<file path="config.mk">
export PLATFORM = sky130hd
export DESIGN_NAME = dmem_arbiter_flat
export DESIGN_NICKNAME = d
export VERILOG_FILES = /design/src/rtl/dmem_arbiter_if.sv /design/src/rtl/dmem_arbiter.sv /design/src/flat_wrapper.sv
export SDC_FILE = /design/constraint.sdc
export NUM_CORES = 1
export LEC_CHECK = 0
export BUFFER_PORTS_ARGS = -buffer_cell sky130_fd_sc_hd__buf_4
export CAP_MARGIN = 20
export CELL_PAD_IN_SITES_DETAIL_PLACEMENT = 0
export CELL_PAD_IN_SITES_GLOBAL_PLACEMENT = 2
export CORE_AREA = 2 2 226 228
export DETAILED_ROUTE_END_ITERATION = 10
export DIE_AREA = 0 0 228 230
export PLACE_DENSITY = 0.57
export SLEW_MARGIN = 20
export SYNTH_ARGS = -nofsm -noshare
export SYNTH_HDL_FRONTEND = slang
export SYNTH_SLANG_ARGS = --single-unit
export TNS_END_PERCENT = 5
</file>
<file path="constraint.sdc">
create_clock -name clk -period 2.4 [get_ports clk]
set_input_delay 0.12 -clock clk [delete_from_list [all_inputs] [get_ports clk]]
set_output_delay 0.12 -clock clk [all_outputs]
set_load 0.05 [all_outputs]
</file>
<file path="src/rtl/dmem_arbiter_if.sv">
// -----------------------------------------------------------------------------
// dmem_arbiter_if
// Bundles the three buses around the data-memory arbiter.
//   CPU side  : enable, cpu_addr, cpu_ren, cpu_wen, cpu_wdata -> cpu_rdata, cpu_stall
//   Host side : host_req, host_wen, host_addr, host_wdata -> host_gnt, host_rvalid, host_rdata
//   Memory    : mem_addr, mem_ren, mem_wen, mem_wdata <- mem_rdata
// Modports:
//   slave  - the arbiter's view (drives grants, stall, read data and memory port)
//   master - the surrounding system's view (pipeline, host and memory model)
// -----------------------------------------------------------------------------
interface dmem_arbiter_if #(
   parameter int DATA_W = 64,
   parameter int ADDR_W = 64
);
   logic              enable;
   logic [ADDR_W-1:0] cpu_addr;
   logic              cpu_ren;
   logic              cpu_wen;
   logic [DATA_W-1:0] cpu_wdata;
   logic [DATA_W-1:0] cpu_rdata;
   logic              cpu_stall;

   logic              host_req;
   logic              host_wen;
   logic [ADDR_W-1:0] host_addr;
   logic [DATA_W-1:0] host_wdata;
   logic              host_gnt;
   logic              host_rvalid;
   logic [DATA_W-1:0] host_rdata;

   logic [ADDR_W-1:0] mem_addr;
   logic              mem_ren;
   logic              mem_wen;
   logic [DATA_W-1:0] mem_wdata;
   logic [DATA_W-1:0] mem_rdata;

   modport slave (
      input  enable, cpu_addr, cpu_ren, cpu_wen, cpu_wdata,
      output cpu_rdata, cpu_stall,
      input  host_req, host_wen, host_addr, host_wdata,
      output host_gnt, host_rvalid, host_rdata,
      output mem_addr, mem_ren, mem_wen, mem_wdata,
      input  mem_rdata
   );

   modport master (
      output enable, cpu_addr, cpu_ren, cpu_wen, cpu_wdata,
      input  cpu_rdata, cpu_stall,
      output host_req, host_wen, host_addr, host_wdata,
      input  host_gnt, host_rvalid, host_rdata,
      input  mem_addr, mem_ren, mem_wen, mem_wdata,
      output mem_rdata
   );
endinterface

</file>
<file path="src/rtl/dmem_arbiter.sv">
// -----------------------------------------------------------------------------
// dmem_arbiter
// Shares the single-port data memory between the pipeline MEM stage and an
// external host. The CPU wins by default; a host that has been denied
// STARVE_MAX consecutive cycles is forced through, stalling the CPU. Read data
// (one cycle late from the memory) is steered back to whoever issued the read.
//
// Ports:
//   clk     - single clock, rising edge
//   arst_n  - synchronous active-low reset
//   bus     - dmem_arbiter_if.slave (CPU, host and memory buses)
//   perf_stall_cnt [31:0] - only with DMEM_ARB_PERF_EN: saturating count of
//                           cycles with cpu_stall = 1
//
// Optional feature macro: DMEM_ARB_PERF_EN (stall performance counter).
// -----------------------------------------------------------------------------
module dmem_arbiter #(
   parameter int DATA_W     = 64,
   parameter int ADDR_W     = 64,
   parameter int STARVE_MAX = 8
) (
   input  logic                 clk,
   input  logic                 arst_n,
   dmem_arbiter_if.slave        bus
`ifdef DMEM_ARB_PERF_EN
   ,
   output logic [31:0]          perf_stall_cnt
`endif
);

   localparam logic [1:0] RD_IDLE = 2'b00;
   localparam logic [1:0] RD_CPU  = 2'b01;
   localparam logic [1:0] RD_HOST = 2'b10;

   localparam logic [7:0] STARVE_LIM = 8'(STARVE_MAX);

   logic       cpu_act_s;
   logic       host_act_s;
   logic       cpu_win_s;
   logic       host_win_s;
   logic [7:0] starve_cnt_r;
   logic [7:0] starve_cnt_nxt_s;
   logic [1:0] rd_owner_r;
   logic [1:0] rd_owner_nxt_s;

   // Request decode and same-cycle grant; everything is suppressed while in reset.
   always_comb begin
      cpu_act_s  = bus.enable & (bus.cpu_ren | bus.cpu_wen);
      host_act_s = bus.host_req;
      host_win_s = arst_n & host_act_s & (~cpu_act_s | (starve_cnt_r == STARVE_LIM));
      cpu_win_s  = arst_n & cpu_act_s & ~host_win_s;
      bus.host_gnt  = host_win_s;
      bus.cpu_stall = cpu_act_s & host_win_s;
   end

   // Memory port mux; a CPU write overrides a simultaneous CPU read.
   always_comb begin
      bus.mem_addr  = {ADDR_W{1'b0}};
      bus.mem_wdata = {DATA_W{1'b0}};
      bus.mem_ren   = 1'b0;
      bus.mem_wen   = 1'b0;
      if (host_win_s) begin
         bus.mem_addr  = bus.host_addr;
         bus.mem_wdata = bus.host_wdata;
         bus.mem_ren   = ~bus.host_wen;
         bus.mem_wen   = bus.host_wen;
      end else if (cpu_win_s) begin
         bus.mem_addr  = bus.cpu_addr;
         bus.mem_wdata = bus.cpu_wdata;
         bus.mem_ren   = bus.cpu_ren & ~bus.cpu_wen;
         bus.mem_wen   = bus.cpu_wen;
      end else begin
         bus.mem_addr  = {ADDR_W{1'b0}};
         bus.mem_wdata = {DATA_W{1'b0}};
         bus.mem_ren   = 1'b0;
         bus.mem_wen   = 1'b0;
      end
   end

   // Next-state for the starvation counter and the read-return owner.
   always_comb begin
      starve_cnt_nxt_s = starve_cnt_r;
      rd_owner_nxt_s   = RD_IDLE;
      if (host_win_s | ~host_act_s) begin
         starve_cnt_nxt_s = 8'd0;
      end else if (starve_cnt_r == STARVE_LIM) begin
         starve_cnt_nxt_s = starve_cnt_r;
      end else begin
         starve_cnt_nxt_s = starve_cnt_r + 8'd1;
      end
      if (cpu_win_s & bus.cpu_ren & ~bus.cpu_wen) begin
         rd_owner_nxt_s = RD_CPU;
      end else if (host_win_s & ~bus.host_wen) begin
         rd_owner_nxt_s = RD_HOST;
      end else begin
         rd_owner_nxt_s = RD_IDLE;
      end
   end

   // State registers; reset drops any in-flight read.
   always_ff @(posedge clk) begin
      if (!arst_n) begin
         starve_cnt_r <= 8'd0;
         rd_owner_r   <= RD_IDLE;
      end else begin
         starve_cnt_r <= starve_cnt_nxt_s;
         rd_owner_r   <= rd_owner_nxt_s;
      end
   end

   // Steer the late read data to the requester recorded last cycle.
   always_comb begin
      bus.cpu_rdata   = {DATA_W{1'b0}};
      bus.host_rdata  = {DATA_W{1'b0}};
      bus.host_rvalid = 1'b0;
      case (rd_owner_r)
         RD_CPU: begin
            bus.cpu_rdata = bus.mem_rdata;
         end
         RD_HOST: begin
            bus.host_rdata  = bus.mem_rdata;
            bus.host_rvalid = 1'b1;
         end
         default: begin
            bus.cpu_rdata   = {DATA_W{1'b0}};
            bus.host_rdata  = {DATA_W{1'b0}};
            bus.host_rvalid = 1'b0;
         end
      endcase
   end

`ifdef DMEM_ARB_PERF_EN
   logic [31:0] perf_stall_cnt_r;

   // Saturating count of cycles in which the CPU lost the memory port.
   always_ff @(posedge clk) begin
      if (!arst_n) begin
         perf_stall_cnt_r <= 32'd0;
      end else if (bus.cpu_stall && (perf_stall_cnt_r != 32'hFFFF_FFFF)) begin
         perf_stall_cnt_r <= perf_stall_cnt_r + 32'd1;
      end else begin
         perf_stall_cnt_r <= perf_stall_cnt_r;
      end
   end

   assign perf_stall_cnt = perf_stall_cnt_r;
`endif

endmodule

</file>
<file path="src/flat_wrapper.sv">
// flat-port wrapper written by rule: the top's interface ports become plain ports
module dmem_arbiter_flat 
#(
   parameter int DATA_W     = 64,
   parameter int ADDR_W     = 64,
   parameter int STARVE_MAX = 8
)
  (clk, arst_n, bus_enable, bus_cpu_addr, bus_cpu_ren, bus_cpu_wen, bus_cpu_wdata, bus_cpu_rdata, bus_cpu_stall, bus_host_req, bus_host_wen, bus_host_addr, bus_host_wdata, bus_host_gnt, bus_host_rvalid, bus_host_rdata, bus_mem_addr, bus_mem_ren, bus_mem_wen, bus_mem_wdata, bus_mem_rdata);
  dmem_arbiter_if #(.DATA_W(DATA_W), .ADDR_W(ADDR_W)) bus_i ();
  input  logic clk;
  input  logic arst_n;
  input wire logic [$bits(bus_i.enable)-1:0] bus_enable;
  input wire logic [$bits(bus_i.cpu_addr)-1:0] bus_cpu_addr;
  input wire logic [$bits(bus_i.cpu_ren)-1:0] bus_cpu_ren;
  input wire logic [$bits(bus_i.cpu_wen)-1:0] bus_cpu_wen;
  input wire logic [$bits(bus_i.cpu_wdata)-1:0] bus_cpu_wdata;
  output wire logic [$bits(bus_i.cpu_rdata)-1:0] bus_cpu_rdata;
  output wire logic [$bits(bus_i.cpu_stall)-1:0] bus_cpu_stall;
  input wire logic [$bits(bus_i.host_req)-1:0] bus_host_req;
  input wire logic [$bits(bus_i.host_wen)-1:0] bus_host_wen;
  input wire logic [$bits(bus_i.host_addr)-1:0] bus_host_addr;
  input wire logic [$bits(bus_i.host_wdata)-1:0] bus_host_wdata;
  output wire logic [$bits(bus_i.host_gnt)-1:0] bus_host_gnt;
  output wire logic [$bits(bus_i.host_rvalid)-1:0] bus_host_rvalid;
  output wire logic [$bits(bus_i.host_rdata)-1:0] bus_host_rdata;
  output wire logic [$bits(bus_i.mem_addr)-1:0] bus_mem_addr;
  output wire logic [$bits(bus_i.mem_ren)-1:0] bus_mem_ren;
  output wire logic [$bits(bus_i.mem_wen)-1:0] bus_mem_wen;
  output wire logic [$bits(bus_i.mem_wdata)-1:0] bus_mem_wdata;
  input wire logic [$bits(bus_i.mem_rdata)-1:0] bus_mem_rdata;
  assign bus_i.enable = bus_enable;
  assign bus_i.cpu_addr = bus_cpu_addr;
  assign bus_i.cpu_ren = bus_cpu_ren;
  assign bus_i.cpu_wen = bus_cpu_wen;
  assign bus_i.cpu_wdata = bus_cpu_wdata;
  assign bus_cpu_rdata = bus_i.cpu_rdata;
  assign bus_cpu_stall = bus_i.cpu_stall;
  assign bus_i.host_req = bus_host_req;
  assign bus_i.host_wen = bus_host_wen;
  assign bus_i.host_addr = bus_host_addr;
  assign bus_i.host_wdata = bus_host_wdata;
  assign bus_host_gnt = bus_i.host_gnt;
  assign bus_host_rvalid = bus_i.host_rvalid;
  assign bus_host_rdata = bus_i.host_rdata;
  assign bus_mem_addr = bus_i.mem_addr;
  assign bus_mem_ren = bus_i.mem_ren;
  assign bus_mem_wen = bus_i.mem_wen;
  assign bus_mem_wdata = bus_i.mem_wdata;
  assign bus_i.mem_rdata = bus_mem_rdata;
  dmem_arbiter #(.DATA_W(DATA_W), .ADDR_W(ADDR_W), .STARVE_MAX(STARVE_MAX)) u_core (.clk(clk), .arst_n(arst_n), .bus(bus_i));
endmodule
</file>
Yosys cells after proc, flatten, opt, wreduce, memory -nomap -nowiden
Index checks and enable logic that the tools add are counted.
{"block": "classes", "n_eq_ne": 3, "reduce_logical": 2, "n_mux": 13, "bitwise_logic": 19, "addsub": 1}
{"op": "two-way mux 64 bit", "n": 6}
{"op": "AND 1 bit", "n": 10}
{"op": "adder 8 x 1 -> 8 bit, second input constant", "n": 1}
{"op": "== test 8 x 4 -> 1 bit, second input constant", "n": 1}
{"op": "two-way mux 1 bit", "n": 6}
{"op": "inverter 1 bit", "n": 6}
{"op": "OR reduction 2 bit", "n": 2}
{"op": "OR 1 bit", "n": 3}
{"op": "== test 2 x 1 -> 1 bit, second input constant", "n": 1}
{"op": "== test 2 bit, second input constant", "n": 1}
{"op": "two-way mux 2 bit", "n": 1}
{"block": "totals", "output_inout_bits": 261, "register_bits": 10, "word_cells": 41, "in_bits": 327}

Depth between registers and ports, before layout
Gate-level depths: netlist (run 1).
{"block": "logic_depth", "ltp_word": 10, "mapped_depth": 7, "depth_no_buf": 5}

Least setup slack after synthesis (run 1)
No wires, ideal clock.
{"block": "synth_timing", "path_type": "register to output", "from": "reg u_core.starve_cnt_r[0]", "to": "out bus_mem_addr[28]", "stages_incl_launch_ff": 8, "t_required_ps": 2280, "slack_ps": 253, "arrival_ps": 2027, "n_path_buf": 2, "cell_sequence": "dfxtp_1 -> inv_1 -> ha_1 -> or4b_4 -> o21ai_2 -> buf_2 -> buf_2 -> a32o_1"}
{"block": "synth_between", "elab_chain_cells": 7}
{"element": "from (decl)", "line_no": "dmem_arbiter.sv:41", "text": "logic [7:0] starve_cnt_r;"}
{"element": "from (signal assigned)", "line_no": "dmem_arbiter.sv:106", "text": "starve_cnt_r <= starve_cnt_nxt_s;"}
{"element": "== test 8 x 4 -> 1 bit *", "line_no": "dmem_arbiter.sv:50", "text": "host_win_s = arst_n & host_act_s & (~cpu_act_s | (starve_cnt_r == STARVE_LIM));"}
{"element": "OR 1 bit *", "line_no": "dmem_arbiter.sv:50"}
{"element": "AND 1 bit *", "line_no": "dmem_arbiter.sv:50"}
{"element": "inverter 1 bit", "line_no": "dmem_arbiter.sv:51", "text": "cpu_win_s = arst_n & cpu_act_s & ~host_win_s;"}
{"element": "AND 1 bit", "line_no": "dmem_arbiter.sv:51"}
{"element": "two-way mux 64 bit", "line_no": "dmem_arbiter.sv:67", "text": "end else if (cpu_win_s) begin"}
{"element": "two-way mux 64 bit *", "line_no": "dmem_arbiter.sv:62", "text": "if (host_win_s) begin"}
{"element": "to (decl)", "line_no": "flat_wrapper.sv:26", "text": "output wire logic [$bits(bus_i.mem_addr)-1:0] bus_mem_addr;"}
Every way passes the cells marked *; elsewhere a longest branch is shown, timed or not.

Worst setup path after layout (run 1)
{"block": "layout_timing", "from": "reg u_core.starve_cnt_r[0]", "to": "out bus_mem_wdata[61]"}
{"block": "layout_between", "elab_chain_cells": 7}
{"element": "== test 8 x 4 -> 1 bit *", "line_no": "dmem_arbiter.sv:50"}
{"element": "OR 1 bit *", "line_no": "dmem_arbiter.sv:50"}
{"element": "AND 1 bit *", "line_no": "dmem_arbiter.sv:50"}
{"element": "inverter 1 bit", "line_no": "dmem_arbiter.sv:51"}
{"element": "AND 1 bit", "line_no": "dmem_arbiter.sv:51"}
{"element": "two-way mux 64 bit", "line_no": "dmem_arbiter.sv:67"}
{"element": "two-way mux 64 bit *", "line_no": "dmem_arbiter.sv:62"}
{"element": "to (decl)", "line_no": "flat_wrapper.sv:29", "text": "output wire logic [$bits(bus_i.mem_wdata)-1:0] bus_mem_wdata;"}
Marks and branches as above.

==> results.txt, run 1 <==
The end of the critical path is bus_mem_wdata[61]. The number of clock buffers inserted by TritonCTS is 3. The number of cell rows came out at 82. For this run, the total global-route usage over all layers was measured as 10.1%. The effective utilization at floorplan came out at 5.85%. On the final layout, the worst hold slack is 0.174 ns. STA classifies the critical path endpoint as an output port. The signal on the critical path passes through inv_1 > ha_1 > or4b_4 > o21ai_4 > buf_12 > buf_6 > a32o_1 > buf_6. The worst clock skew is about 0.0007 ns. The number of max-slew violations in the final report came out at 0.

The standard cell area after detailed placement is between 8000 and 9000 sq um. The critical path class is flip-flop to output port. The synthesized design spends more area on one cell type than any other, namely sky130_fd_sc_hd__a32o_1. The clock tree buffer depth came out at 2.

The compound-cell area share of the yosys netlist is between 40% and 50%. The global placer's final weighted congestion came out at roughly 0.85. The count of buffers inserted at the top-level ports came out at approximately 590. The number of enable-type register cells in the synthesized netlist is 0. The time the worst path needs with I/O delays and setup came out at 2.36 ns.

On the critical path, the stage with the largest delay is an instance of sky130_fd_sc_hd__or4b_4. Cells fill 17.7% of the core in the end. After legalization and detailed placement, the total HPWL measured 25,800 microns. The violation count after the first detailed-routing iteration came out at 192. The root buffer selected by CTS is sky130_fd_sc_hd__clkbuf_16. The growth of design area from synthesis to finish is 202%. The maximum number of pins on one net before global-route repair is 65. The sequential fraction of the synthesis area is between 6 and 7%. Broken down by cell family, the worst path's largest delay share belongs to buffers and inverters. The finished cells cover 8810 sq um. STA classifies the critical path startpoint as a flip-flop.

After Yosys synthesis, and, or, nand and nor cells account for 33.3% of the synthesized area. The count of fill cells added during filler insertion came out at 5,705. The final hold violation count is 0.

The xor and xnor fraction of the mapped netlist area came out at less than 1%. Counting cells, the worst reg-to-reg path comes to 6. Synthesis produced 373 cells. The final clock period utilization by the worst path is 98.4%. The slew of the pin with the lowest slew margin came out at 0.616 ns. The setup TNS is 0 ns. Of all nets on the critical path, the largest fanout is 15.

Derived from the worst setup path, the maximum achievable clock frequency is 424 MHz. The routed via count came out at about 5,700. From left edge to right edge, the die measures 228 microns. The number of nets produced by synthesis is 702.

The worst register-to-register path ends at u_core.rd_owner_r[0]. For this run the aggregate overflow at the end of global routing stands at 0. Of the post-synthesis cell area, the dominant cell type holds 43.9%.

In the final routed layout, each cell accounts on average for approximately 19 microns. The number of synthesized register bits is 10. By instance count, the cell type seen most on the critical path is sky130_fd_sc_hd__buf_6.

Yosys attributes the largest share of cell area to sky130_fd_sc_hd__a32o_1 44%, sky130_fd_sc_hd__and2_1 28%, sky130_fd_sc_hd__dfxtp_1 6.9%. The TritonCTS clock tree is done. The class of the tightest hold or removal check is primary input to flip-flop. After detailed routing, the total wire length is 30,300 microns.

The number of different library cells used by synthesis comes to 30. The startpoint identified for the worst register-to-register timing path is u_core.starve_cnt_r[0]. The largest family of logic cells by synthesized area is compound AO/OA/AOI/OAI gates.

The post-detailed-route DRC marker count is 0. Clock-pin slew was measured on the worst setup and hold paths at 0.04 ns. The setup slack of the most critical reg-to-reg path came out at between 0.6 and 0.7 ns. Data on the critical path is required at its endpoint by 2.28 ns. The most critical setup path has its startpoint at u_core.starve_cnt_r[0]. The worst slew margin relative to its limit came out at 58.8%.

The final setup violation count is 0. The count of synthesis-stage warnings from yosys came out at 0. The mean area per synthesized cell came out at 7.82 sq um. The total design power is approximately 2.4 mW. The proportion of synthesized area in mux cells came out at 0%. Once detail routing completed, the nets flagged for antenna violations numbered 0. The die outline area is 52,400 sq um. The wire length of the first global-routing pass is 39,600 microns. Dividing the detail-routed via count by the number of cells gives 3.52. The power density normalized to cell area came out at between 200 and 300 nW/um^2. The library cells used most frequently in the layout, excluding fill and tap cells, are 513 x sky130_fd_sc_hd__buf_4, 130 x sky130_fd_sc_hd__and2_1, 97 x sky130_fd_sc_hd__buf_6.

Leaving out fill and tap cells, the most frequent cell in the layout is sky130_fd_sc_hd__buf_4. In this run the number of H-tree levels came out at 1. The post-synthesis instance area is 2920 sq um.

In this run the vertical extent of the chip is 230 microns. The cell count along the critical path came out at 8. Setup repair after global routing could not meet its margin everywhere. The number of antenna violations at the first check in global routing came out at 5.

On the worst path, the slowest cell contributes a delay of 0.50 ns. After the last flow step, the layout net total stands at 1,272. The flow ran to the end, and the final reports show no timing, DRC or antenna violations. The critical path buffer and inverter count is 4. The async set-or-reset flop fraction in the synthesized netlist came out at 0%.

The most common flop cell mapped by yosys is sky130_fd_sc_hd__dfxtp_1. The number of global-route vias before repair is 5,628. The clock reaches the later pin of the worst-skew pair after 0.24 ns.

The data arrival time of the worst path is 2.24 ns. The number of clock sinks came out at 10. The analysis attributes to cell leakage a power of between 4 and 5 nW. In the final layout, the share of cells above drive strength 1 is 71.0%. The number of primary I/O pins is 588. The first detailed-routing pass took 5 iterations. The adder-cell share of the synthesized area came out at less than 1%.

The worst vdd rail ir drop is about 0.18 mV. The placeable core region is 49,900 sq um. Max-cap violations in this run came to 0.
==> cells by family (layout without fill, tap and decap cells) <==
group	after synthesis	after routing
XOR/XNOR	3	3
AO/OA/AOI/OAI	141	141
other	0	1
buffers and inverters	60	629
flip-flops	10	10
adder cells (fa/ha/maj)	2	2
AND/OR/NAND/NOR	157	157
==> metrics by stage <==
stage,cells,worst slack [ns]
floorplan,373,0.253
global placement,1605,0.155
detailed placement,1605,0.186
CTS,1611,-0.00937
global route,1615,-0.0493
finish,1615,0.0395
==> cell type report <==
cell class	count	area [sq um]	share of cell area, %
clock buffer	4	88.8	1.01
multi-input combinational	303	2470	28.0
tap	672	841	9.54
timing repair buffer	622	5200	59.0
inverter	3	11.3	0.128
antenna	1	2.50	0.0284
sequential	10	200	2.27
==> sequential cells by signal (all words and copies together) (netlist names) <==
| signal | count |
|---|---|
| u_core.starve_cnt_r | 8 |
| u_core.rd_owner_r | 2 |
==> synth_stat cells, types with 2 or more instances <==
cell and number:
sky130_fd_sc_hd__nand3_1 5, sky130_fd_sc_hd__o21a_1 2, sky130_fd_sc_hd__and2_1 131, sky130_fd_sc_hd__dfxtp_1 10, sky130_fd_sc_hd__buf_2 14, sky130_fd_sc_hd__o21ai_0 3, sky130_fd_sc_hd__nor2b_1 3, sky130_fd_sc_hd__a32o_1 128
sky130_fd_sc_hd__buf_6 11, sky130_fd_sc_hd__clkbuf_1 30, sky130_fd_sc_hd__nor2_1 6, sky130_fd_sc_hd__buf_1 2, sky130_fd_sc_hd__a21oi_1 3, sky130_fd_sc_hd__inv_1 3, sky130_fd_sc_hd__ha_1 2, sky130_fd_sc_hd__nand2_1 2
sky130_fd_sc_hd__and3_1 2, sky130_fd_sc_hd__xor2_1 2, sky130_fd_sc_hd__or3_1 3
==> per-layer routing <==
layer | part of all wire [%] | vias up | wire length (microns) | track usage [%]
met2 | 54 | 392 | 16300 | 19.8
met4 | 3.4 | 6 | 1040 | 3.31
met3 | 9.3 | 43 | 2810 | 3.17
met5 | 0.13 | - | 40 | 0
li1 | - | 2621 | - | -
met1 | 33 | 2626 | 10100 | 10.0
==> worst reg2reg max path, stage by stage, from the launching register on <==
cell,delay [ns]
sky130_fd_sc_hd__dfxtp_1,0.30
sky130_fd_sc_hd__inv_1,0.06
sky130_fd_sc_hd__ha_1,0.13
sky130_fd_sc_hd__or4b_4,0.50
sky130_fd_sc_hd__o211a_4,0.33
sky130_fd_sc_hd__buf_12,0.19
sky130_fd_sc_hd__and2_1,0.16
==> where the power goes <==
part | internal [mW] | total (mW) | switching (mW)
Sequential | 0.169 | 0.170 | 0.00131
Clock | 0.251 | 0.332 | 0.0814
Combinational | 0.825 | 1.93 | 1.10
Total | 1.24 | 2.43 | 1.19
==> worst min-delay path by stage <==
| stage | end | cells after the start | from |
|---|---|---|---|
| 2_1_floorplan | u_core.rd_owner_r[1] | 2 | bus_host_wen |
| 3_3_place_gp | u_core.rd_owner_r[1] | 3 | bus_host_wen |
| 3_5_place_dp | u_core.rd_owner_r[1] | 3 | bus_host_wen |
| 4_1_cts | u_core.rd_owner_r[1] | 3 | bus_host_wen |
| 5_1_grt | u_core.rd_owner_r[1] | 3 | bus_host_wen |
| 6_report | u_core.rd_owner_r[1] | 3 | bus_host_wen |
==> what timing repair did <==
item,CTS,global route
hold endpoints to repair,0,0
gates resized for setup,10,129
hold buffers,0,0
pin swaps,1,28
buffers inserted,2,1
cloned,0,2
endpoints found under the setup margin,63,95
Power figures use the tool's default switching activity.
==> inputs of run 2 (changes only) <==
--- a/config.mk
+++ b/config.mk
@@ -13,6 +13,8 @@
 export DETAILED_ROUTE_END_ITERATION = 10
 export DIE_AREA = 0 0 228 230
 export PLACE_DENSITY = 0.57
+export RECOVER_POWER = 50
+export SKIP_CTS_REPAIR_TIMING = 1
 export SLEW_MARGIN = 20
 export SYNTH_ARGS = -nofsm -noshare
 export SYNTH_HDL_FRONTEND = slang
==> constraint.sdc (replaced) <==
create_clock -name clk -period 2.4 [get_ports clk]
set_input_delay 0.12 -clock clk [delete_from_list [all_inputs] [get_ports clk]]
set_output_delay 0.12 -clock clk [all_outputs]
set_load 0.01 [all_outputs]
==> run 2 against run 1 <==
  * Utilization is 1.2 points lower
  * Sequential share of layout area is 0.17 points higher
  * Wire length is 0.66% lower
  * Cell area down 6.5%
  * Combinational power shrank 34%
  * Cell count down 0.12%
  * Non-clock buffer count fell by 3
  * Sequential power barely moved
  * The flow now finishes with violations (negative setup slack)
==> results.txt, run 2 (synthesis results as in run 1) <==
The global placer's final weighted congestion came out at 0.855 (+0.99%). The number of antenna-violating nets in the routed design came to 0 (unchanged). The worst clock skew is 0.00167 ns (+0.000975 ns). The final setup violation count is 29 (+29).

Signal routing reaches up to met5. The number of detailed-routing iterations run before antenna repair came out at 5 (unchanged). The placeable core region is 49,900 sq um (unchanged). The number of cell rows is 82 (unchanged). The die outline area is 52,400 sq um (unchanged). The number of nets in the finished design came out at 1,270 (-0.16%). The routed via count is 5,668 (-0.35%). The number of max-cap violations came to 0 (unchanged). Setup repair after global routing could not meet its margin everywhere.

The total half-perimeter wirelength after legalization and detailed placement is 25,700 microns (-0.19%). The overall routing resource usage is 10.2% (+0.024 points). The remaining global-route overflow came to 0 (unchanged). STA classifies the critical path endpoint as an output port. The maximum number of pins on one net before global-route repair is 66 (+1.5%). The horizontal extent of the die came out at 228 microns (unchanged). The effective utilization at floorplan is 5.85% (unchanged). The TritonCTS clock tree is done. The number of placed instances, taps included is 1,605 (unchanged). The share of cells above drive strength 1 came out at 64.6% (-6.4 points). The number of global-route vias before repair is 5,542 (-1.5%). Tracing the worst setup path back leads to its startpoint at u_core.starve_cnt_r[1]. The die boundary height came out at 230 microns (unchanged). u_core.starve_cnt_r holds more flip-flops than any other register.

The total leakage power is 3.93 nW (-9.9%). The overall routed net length came out at 30,100 microns (-0.66%). The count of buffers inserted at the top-level ports came out at 587 (unchanged).

The peak fanout along the critical path came out at 38 (+23). In this run the worst hold path is classified as primary input to flip-flop. The library cell used most frequently in the layout, excluding fill and tap cells, is sky130_fd_sc_hd__buf_4.

The startpoint identified for the worst register-to-register timing path is u_core.starve_cnt_r[1]. The growth of design area from synthesis to finish is 182%. The met1 wire length is 10,900 microns (+7.4%). The largest registers in the layout are u_core.starve_cnt_r: 8 flops, u_core.rd_owner_r: 2 flops.

The clock tree buffer depth is 2 (unchanged). The power density normalized to cell area came to 215 nW/um^2 (-22%). The utilization after layout came out at 16.5% (-1.2 points).

The worst setup slack after layout came out at -0.0316 ns (-0.0710 ns). The number of clock sinks is 10 (unchanged). The data required time at the worst endpoint came to 2.28 ns (about the same).

The worst-skew pair later-pin latency was 0.24 ns (about the same). The number of antenna violations at the first check in global routing is 3 (-2). The critical path is of the flip-flop to output port type. The worst setup path is launched from a flip-flop. The maximum achievable frequency came out at 411 MHz (-2.9%). The number of max-slew violations in the final report is 0 (unchanged). The met3 wire length came out at 2500 microns (-11%). The final hold violation count is 0 (unchanged).

The number of clock buffers inserted by TritonCTS came to 3 (unchanged). The data arrival time of the worst path came out at 2.31 ns (+0.07 ns). The number of vias per cell came out at 3.51 (-0.23%). The slew of the pin with the lowest slew margin is 1.02 ns (+0.401 ns). The launch instance of the worst min-delay path is bus_host_wen. The setup TNS is -0.275 ns (-0.275 ns). The final clock period utilization by the worst path is 101% (+3.0 points).

The worst vdd rail ir drop is 0.175 mV (-1.4%). The worst slew margin relative to its limit came out at 32.2% (-27 points). The flip-flop count of the largest register, all copies and words added is 8 (unchanged).

The root buffer selected by CTS is sky130_fd_sc_hd__clkbuf_16. The violation count after the first detailed-routing iteration came to 244 (+27%). The run finished, with violations left. The per-cell routed wire length is 18.6 microns (-0.54%). The library cells used most frequently in the layout, excluding fill and tap cells, are 572 x sky130_fd_sc_hd__buf_4, 119 x sky130_fd_sc_hd__a32o_1, 99 x sky130_fd_sc_hd__and2_1. The register clock-pin slew on the reported worst setup and hold paths is 0.04 ns (about the same). The deepest level of the CTS H-tree came out at 1 (unchanged). The total design power was 1.77 mW (-27%). The filler-free cell count of the finished design was 1,613 (-0.12%). The wire length of the first global-routing pass is 39,500 microns (about the same).

The final reports fail on negative setup slack. The post-detailed-route DRC marker count is 0 (unchanged). The number of primary I/O pins came out at 588 (unchanged).

The time the worst path needs with I/O delays and setup came out at 2.43 ns (+0.0710 ns). The routed length on met2 came to 16,200 microns (-0.39%).
## run 2: final timing paths
path                                               end  slack (ns)  depth (start not counted)
worst max-delay path                 bus_mem_wdata[22]       -0.03                          7
worst min-delay path              u_core.rd_owner_r[1]        0.18                          3
worst min register to register  u_core.starve_cnt_r[7]        0.51                          2
worst max register to register  u_core.starve_cnt_r[3]        0.63                          6
## run 2: report_power, final
part | internal [mW] | total, mW | switching [mW]
Sequential | 0.169 | 0.170 | 0.00113
Clock | 0.251 | 0.330 | 0.0797
Combinational | 0.723 | 1.27 | 0.544
Total | 1.14 | 1.77 | 0.625
## run 2: final cells by class
| type | count | area, sq um |
|---|---|---|
| fillers | 5794 | 41600 |
| repair buffers | 619 | 4650 |
| multi-input cells | 304 | 2440 |
| well taps | 672 | 841 |
| flip-flops and latches | 10 | 201 |
| clock buffers | 4 | 88.8 |
| inverters | 3 | 11.3 |
| diodes | 1 | 2.50 |
## run 2: routing by layer
metal / global-route usage [%] / vias to the layer above
li1: - / 2619
met1: 10.7 / 2641
met2: 20.1 / 388
met3: 2.75 / 18
met4: 1.86 / 2
met5: 0 / -
## run 2: stage by stage
step | hold slack [ns] | area (sq um) | setup WS, ns
after floorplan | 0.301 | 2920 | 0.499
after global placement | 0.418 | 8210 | 0.117
after detailed placement | 0.421 | 8210 | 0.116
after CTS | 0.174 | 8300 | -0.127
after global routing | 0.179 | 8230 | -0.114
final | 0.178 | 8230 | -0.0316
## run 2: worst max-delay path, stage by stage, from the launching register on
cell and delay (ns):
sky130_fd_sc_hd__dfxtp_2 0.33, sky130_fd_sc_hd__inv_1 0.05, sky130_fd_sc_hd__ha_1 0.12, sky130_fd_sc_hd__or4b_4 0.53, sky130_fd_sc_hd__o211a_4 0.37, sky130_fd_sc_hd__buf_12 0.23
sky130_fd_sc_hd__a32o_2 0.24, sky130_fd_sc_hd__buf_4 0.14
